==> config.mk <==
export PLATFORM = sky130hd
export DESIGN_NAME = instr_reg_sched
export DESIGN_NICKNAME = d
export VERILOG_FILES = /design/src/rtl/instr_register_pkg.sv /design/src/rtl/instr_rr_arbiter.sv /design/src/rtl/instr_reg_sched.sv
export SDC_FILE = /design/constraint.sdc
export NUM_CORES = 1
export LEC_CHECK = 0
export ABC_CLOCK_PERIOD_IN_PS = 3700
export BUFFER_PORTS_ARGS = -buffer_cell sky130_fd_sc_hd__buf_2
export CAP_MARGIN = 15
export CORE_MARGIN = 8
export CORE_UTILIZATION = 40
export CTS_CLUSTER_SIZE = 8
export DETAILED_ROUTE_END_ITERATION = 10
export PLACE_DENSITY = 0.8
export SLEW_MARGIN = 30
export SYNTH_ARGS = -nofsm -noshare
export SYNTH_HDL_FRONTEND = slang
export SYNTH_HIERARCHICAL = 1
export SYNTH_SLANG_ARGS = --single-unit
==> constraint.sdc <==
create_clock -name clk -period 3.7 [get_ports clk]
set_input_delay 0.37 -clock clk [delete_from_list [all_inputs] [get_ports clk]]
set_output_delay 0.37 -clock clk [all_outputs]
set_load 0.05 [all_outputs]
==> src/rtl/instr_register_pkg.sv <==
// Shared types and constants for the instruction register and its write scheduler.
package instr_register_pkg;

    localparam int unsigned DEPTH     = 32;
    localparam int unsigned ADDR_W    = 5;
    localparam int unsigned OPERAND_W = 32;
    localparam int unsigned COUNT_W   = 6;
    localparam int unsigned OPCODE_W  = 4;

    typedef enum logic [OPCODE_W-1:0] {
        ZERO  = 4'd0,
        PASSA = 4'd1,
        PASSB = 4'd2,
        ADD   = 4'd3,
        SUB   = 4'd4,
        MULT  = 4'd5,
        DIV   = 4'd6,
        MOD   = 4'd7
    } opcode_t;

    typedef logic signed [OPERAND_W-1:0] operand_t;
    typedef logic [ADDR_W-1:0]           address_t;

    typedef enum logic [1:0] {
        IDLE  = 2'd0,
        RUN   = 2'd1,
        DRAIN = 2'd2
    } sched_state_t;

    // One instruction as carried from a requester to the register file.
    typedef struct packed {
        opcode_t  opcode;
        operand_t op_a;
        operand_t op_b;
    } instr_t;

    // Circular pointer increment; the 5-bit width gives the 31 -> 0 wrap.
    function automatic address_t ptr_inc(input address_t p);
        return p + address_t'(1);
    endfunction

endpackage

==> src/rtl/instr_rr_arbiter.sv <==
// Two-requester arbiter with one-hot grants.
// Round-robin by default; INSTR_SCHED_FIXED_PRIO_EN selects fixed priority (req[0] first).
module instr_rr_arbiter (
    input  logic       clk,
    input  logic       reset,
    input  logic [1:0] req,
    input  logic       advance,
    output logic [1:0] gnt
);

`ifdef INSTR_SCHED_FIXED_PRIO_EN

    logic unused_arb;
    assign unused_arb = ^{clk, reset, advance};

    always_comb begin
        gnt = 2'b00;
        if (req[0]) begin
            gnt = 2'b01;
        end else if (req[1]) begin
            gnt = 2'b10;
        end
    end

`else

    // High when requester 1 won the most recent transfer.
    logic last_gnt;

    always_comb begin
        gnt = 2'b00;
        if (req == 2'b11) begin
            gnt = last_gnt ? 2'b01 : 2'b10;
        end else begin
            gnt = req;
        end
    end

    always_ff @(posedge clk) begin
        if (reset) begin
            last_gnt <= 1'b1;
        end else if (advance && (gnt != 2'b00)) begin
            last_gnt <= gnt[1];
        end
    end

`endif

endmodule

==> src/rtl/instr_reg_sched.sv <==
// Write scheduler for instr_register: arbitrates two requesters, tracks occupancy and pointers,
// and supports drain-to-empty. INSTR_SCHED_FIXED_PRIO_EN switches the arbiter to fixed priority.
module instr_reg_sched
    import instr_register_pkg::*;
(
    input  logic               clk,
    input  logic               reset,
    input  logic               req0_valid,
    output logic               req0_ready,
    input  opcode_t            req0_opcode,
    input  operand_t           req0_op_a,
    input  operand_t           req0_op_b,
    input  logic               req1_valid,
    output logic               req1_ready,
    input  opcode_t            req1_opcode,
    input  operand_t           req1_op_a,
    input  operand_t           req1_op_b,
    input  logic               drain,
    input  logic               rd_req,
    output logic               rd_valid,
    output logic               load_en,
    output opcode_t            opcode,
    output operand_t           operand_a,
    output operand_t           operand_b,
    output address_t           write_pointer,
    output address_t           read_pointer,
    output logic [COUNT_W-1:0] count,
    output logic               full,
    output logic               empty,
    output logic               drained
);

    sched_state_t       state;
    sched_state_t       state_next;
    logic               accept_c;
    logic [1:0]         req_c;
    logic [1:0]         gnt_c;
    logic               transfer_c;
    logic               rd_accept_c;
    logic [COUNT_W-1:0] count_next;
    instr_t             wr_instr_c;

    // Writes are taken only while running, not being asked to drain, and with room left.
    assign accept_c    = (state == RUN) && !drain && !full && !reset;
    assign req_c       = {req1_valid, req0_valid} & {2{accept_c}};
    assign transfer_c  = |gnt_c;
    assign rd_accept_c = rd_req && !empty;
    assign req0_ready  = gnt_c[0];
    assign req1_ready  = gnt_c[1];

    instr_rr_arbiter u_arb (
        .clk     (clk),
        .reset   (reset),
        .req     (req_c),
        .advance (transfer_c),
        .gnt     (gnt_c)
    );

    always_comb begin
        wr_instr_c = '{opcode: req0_opcode, op_a: req0_op_a, op_b: req0_op_b};
        if (gnt_c[1]) begin
            wr_instr_c = '{opcode: req1_opcode, op_a: req1_op_a, op_b: req1_op_b};
        end
    end

    always_comb begin
        count_next = count;
        case ({transfer_c, rd_accept_c})
            2'b10:   count_next = count + COUNT_W'(1);
            2'b01:   count_next = count - COUNT_W'(1);
            default: count_next = count;
        endcase
    end

    always_comb begin
        state_next = state;
        case (state)
            IDLE:    state_next = RUN;
            RUN:     if (drain) state_next = DRAIN;
            DRAIN:   if (count == '0) state_next = IDLE;
            default: state_next = IDLE;
        endcase
    end

    always_ff @(posedge clk) begin
        if (reset) begin
            state <= IDLE;
        end else begin
            state <= state_next;
        end
    end

    // Registered payload, pointers, occupancy and status flags.
    always_ff @(posedge clk) begin
        if (reset) begin
            load_en       <= 1'b0;
            opcode        <= ZERO;
            operand_a     <= '0;
            operand_b     <= '0;
            write_pointer <= '0;
            read_pointer  <= '0;
            count         <= '0;
            full          <= 1'b0;
            empty         <= 1'b1;
            rd_valid      <= 1'b0;
            drained       <= 1'b0;
        end else begin
            load_en <= transfer_c;
            if (transfer_c) begin
                opcode    <= wr_instr_c.opcode;
                operand_a <= wr_instr_c.op_a;
                operand_b <= wr_instr_c.op_b;
            end
            // The pointer names the slot being loaded, so it moves after the load.
            if (load_en) begin
                write_pointer <= ptr_inc(write_pointer);
            end
            if (rd_accept_c) begin
                read_pointer <= ptr_inc(read_pointer);
            end
            count    <= count_next;
            full     <= (count_next == COUNT_W'(DEPTH));
            empty    <= (count_next == '0);
            rd_valid <= (count_next != '0);
            drained  <= (state == DRAIN) && (count == '0);
        end
    end

endmodule

# Word-level counts from Yosys, hierarchy flattened
# Index checks and enable logic that the tools add are counted.
# word_totals
register_bits	92
output_inout_bits	91
wordCells	50
# classes
n_addsub	4
n_eq_ne	8
muxes	7
bitwise_logic	1
reduce_logical	17
# ops
op	count
68-bit two-way mux	1
6-bit logical NOT	2
6-bit case mux with 2 select lines	1
5-bit by 1-bit adder with 5-bit output, second input constant	2
2-bit two-way mux	4
6-bit by 1-bit adder with 6-bit output, second input constant	1
2-bit == test, second input constant	3
6-bit == test, second input constant	1
1-bit logical AND	6
2-bit case mux with 3 select lines	1
6-bit nonzero test	1
6-bit by 1-bit subtractor with 6-bit output, second input constant	1
2-bit by 1-bit == test with 1-bit output, second input constant	2
1-bit logical NOT	4
2-bit != test, second input constant	2
2-bit bitwise AND	1
2-bit logical NOT	1
2-bit AND reduction	1
2-bit nonzero test	1
2-bit OR reduction	1

# Depth between registers and ports, before layout
# logic_depth
ltp_word	11
mapped_depth	17
depth_no_buf	12

# Hierarchy
# The synthesis kept the hierarchy.
# by_module_without_submodules
mod	n_inst	cells_each	area_each_um2	seq_area_each_um2
instr_reg_sched	1	498	4167.7	1821.7
instr_rr_arbiter	1	7	61.3	20.0

# Least setup slack after synthesis
# OpenSTA, ideal clock, no wires.
# synth_path
kind	flip-flop to flip-flop
startpoint	register full
endpoint	register full
setup_time_ns	0.096
arrival_ns	4.912
t_required_ns	3.604
setup_slack_ns	-1.308
path_stages_with_launch	17
synth_period_minus_slack_ns	5.008
cell_sequence	dfxtp_1 -> nor2_1 -> and4_1 -> a21boi_0 -> clkbuf_1 -> buf_2 -> buf_2 -> nor2_1 -> ha_1 -> clkbuf_1 -> xor2_1 -> ha_1 -> a211o_1 -> a31o_2 -> o211ai_1 -> nand3_1 -> nor4b_1
# synth_between
elab_chain_cells	10
# synth_lines
element	line_no	source
from (decl)	instr_reg_sched.sv:28	output logic full,
from (signal assigned)	instr_reg_sched.sv:122	full <= (count_next == COUNT_W'(DEPTH));
1-bit logical NOT *	instr_reg_sched.sv:44	assign accept_c = (state == RUN) && !drain && !full && !reset;
1-bit logical AND * (2 in a row)	instr_reg_sched.sv:44	
2-bit bitwise AND *	instr_reg_sched.sv:45	assign req_c = {req1_valid, req0_valid} & {2{accept_c}};
named net req_c[1]	instr_reg_sched.sv:36	logic [1:0] req_c;
2-bit == test *	instr_rr_arbiter.sv:32	if (req == 2'b11) begin
2-bit two-way mux *	instr_rr_arbiter.sv:32	
named net req0_ready	instr_reg_sched.sv:9	output logic req0_ready,
2-bit OR reduction *	instr_reg_sched.sv:46	assign transfer_c = |gnt_c;
2-bit by 1-bit == test with 1-bit output / 2-bit == test (equally long branches)	instr_reg_sched.sv:68	case ({transfer_c, rd_accept_c})
6-bit case mux with 2 select lines *	instr_reg_sched.sv:68	
6-bit == test *	instr_reg_sched.sv:122	
# Mark *: on every way through the listed nets, which the timed path passes. The rest lies on a longest branch.
# A chain may end at the register's enable or synchronous reset.

# Worst setup path in the final report
# layout_path
startpoint	register full
endpoint	register full
# layout_between
elab_chain_cells	10
# layout_lines
element	line_no
1-bit logical NOT *	instr_reg_sched.sv:44
1-bit logical AND * (2 in a row)	instr_reg_sched.sv:44
2-bit bitwise AND *	instr_reg_sched.sv:45
named net req_c[1]	instr_reg_sched.sv:36
2-bit == test	instr_rr_arbiter.sv:32
2-bit two-way mux *	instr_rr_arbiter.sv:32
2-bit OR reduction *	instr_reg_sched.sv:46
2-bit by 1-bit == test with 1-bit output / 2-bit == test (equally long branches)	instr_reg_sched.sv:68
6-bit case mux with 2 select lines *	instr_reg_sched.sv:68
6-bit == test *	instr_reg_sched.sv:122
# Marks and branches as above.

==> run metrics <==
detailed-route DRC error count=0; Die Area=14,100 um^2; Hold Path Class=input port to flip-flop; Critical Setup Path Class=flip-flop to flip-flop; layout cells sized above 1=0.371; # IOs=233; crit path launch=full$_SDFF_PP0_; initial antenna violation count=0; filler cell count=937; highest net fanout along the worst path=10; crit path max-delay cell type=dfxtp_2; leading area contributor after synthesis=dfxtp_1; pin count of the biggest net entering global routing=92; synthesized netlist cell count=505; H-tree levels=3; Max Clk Rate=0.336 GHz; PnR worst setup slack=0.727 ns; flops & latches, synth=92; sequential share of the synthesized area=0.436; dpl ws=0.555 ns; port bufs=232; Design Area, Final=5700 um^2; Synth Warn #=6; Post-synth top flop=dfxtp_1; Avg Inst Size Synth=8.37 um^2; setup bufs post-CTS=0; ys async rst share=0; row cnt=37; crit path DAT=3.23 ns; Vias/cell=4.91; clock sink total=92; multi-input logic area=2270 um^2; MaxCap Viol Count=0; DRT Pass-1 Iters=4; hold depth=3; Cell variety after synth=40; worst-case clock buffer depth=2; clock root cell=clkbuf_8; first-pass GRT wire length=20.2 mm; worst r2r src=full$_SDFF_PP0_; peak supply drop=0.000267 V; DP HPWL=9.61 mm; core area=10,300 um^2; leakage=2.79 nW; Worst EP required=3.96 ns; Least-Margin Pin Slew=0.893 ns; CP bufs+invs=0; instance count on the critical path=12; number of global-route vias before repair=4,287; fin crit share=0.803; register area=1840 um^2; most common cell after layout, fill and taps aside=buf_2; CP Cell Sequence=nor2_1, and4_1, a21boi_4, nor2_4, ha_2, xor2_1, ha_2, a211o_1, a31o_2, o211ai_1, nand3_1, nor4b_1; worst hold path startpoint=req1_op_b[15]; CP peak stage delay=0.33 ns; most frequent cells in the layout=buf_2, nor2_1, dfxtp_1; status=complete, no violations; Starting Density=0.411; Hold Buf Count CTS=0; Worst R2R Path Depth=12; RSZ-0062 raised after global routing=false; Crit path max-delay family=compound AO/OA/AOI/OAI gates; post-layout minimum cycle time=2.97 ns; Routed WL=12.5 mm; relative slew slack=0.404; clk_lat worst skew=0.36 ns; Worst Skew=0.0114 ns; Most common cell on crit path=ha_2; Power Density=438 nW/um^2; Net Count, Synth=652; Post-Syn Area=4230 um^2; Area Growth Syn to Fin=34.8%; antenna diode count=0; via count=4,202; top-area cell type share of the netlist area=0.436; die height=119 um; post-route ant nets=0; Avg WL per Cell=14.6 um; remaining global-route overflow=0; CTS tree=yes; PostCTS Resize Cnt=0; Worst-path clk slew=0.09 ns; DR iter-0 viols=221; CP startpoint kind=flip-flop; Num CTS Buffers=9; Global Route Usage Sum=0.171; area post-placement=5500 um^2; ranking of synthesized cells by area=dfxtp_1, mux2i_1, nor2_1; final setup fails=0; PnR Total Power=2.50 mW; Setup crit end kind=flip-flop; gpl congestion=0.857; Post-synth EDFFs=0; setup TNS=0 ns; max-slew violation count=0; Die Wd=119 um; final hold violations=0; Nets=863
==> sequential cells by signal (all words and copies together), names as in the netlist <==
name,count
opcode,4
empty,1
drained,1
write_pointer,5
operand_a,32
rd_valid,1
full,1
read_pointer,5
operand_b,32
state,2
count,6
u_arb/last_gnt,1
load_en,1
==> power breakdown <==
group	leakage [nW]	switching, mW	internal, mW
combinational	1.94	0.455	0.251
sequential	0.746	0.0567	1.05
clock	0.105	0.334	0.344
==> per-layer routing <==
metal  vias to the layer above  global-route usage  wire length [um]  part of all wire
li1                       2129                   -                 -                 -
met3                        25              0.0666              1250              0.10
met5                         -                   0                 0                 0
met2                       177               0.300              6070              0.48
met1                      1871               0.175              4870              0.39
met4                         0              0.0814               352             0.028
==> final cells by class <==
type	count	area share
Multi-Input combinational cell	373	0.399
Sequential cell	92	0.323
Timing Repair Buffer	238	0.212
Tap cell	136	0.0299
Clock buffer	11	0.0266
Clock inverter	4	0.00856
Inverter	2	0.00132
==> worst paths after layout <==
kind,endpoint,slack (ns)
max,full$_SDFF_PP0_,0.73
min reg2reg,write_pointer[4]$_SDFFE_PP0P_,0.52
max reg2reg,full$_SDFF_PP0_,0.73
min,operand_b[15]$_SDFFE_PP0P_,0.23
==> stage by stage <==
step           hold slack, ns  std cells  utilization
4_1_cts                 0.214        856        0.555
6_report                0.234        856        0.555
2_1_floorplan           0.480        505            -
3_5_place_dp            0.503        841        0.535
3_3_place_gp            0.494        841        0.535
5_1_grt                 0.228        856        0.555
==> logic make-up (layout without fill, tap and decap cells) <==
group / after synthesis / in the layout / synth area share
simple gates: 197 / 197 / 0.199
fa+ha+maj: 5 / 5 / 0.0148
flops: 92 / 92 / 0.436
buf+inv: 40 / 255 / 0.0379
mux: 72 / 72 / 0.170
compound gates: 88 / 88 / 0.120
xor+xnor: 11 / 11 / 0.0228
==> cell usage after synthesis (4+ instances only) <==
cell / count
a21oi_1: 73
clkbuf_1: 34
dfxtp_1: 92
ha_1: 5
mux2i_1: 72
nand2_1: 4
nand2b_1: 4
nand4_1: 6
nor2_1: 160
nor2b_1: 5
xor2_1: 8
==> worst min-delay path: cells and delay by family <==
kind	cells	cell delay, ns
buf+inv	1	0.07
simple gates	1	0.07
compound gates	1	0.05
Note: power is estimated with default switching activity, not from simulation.
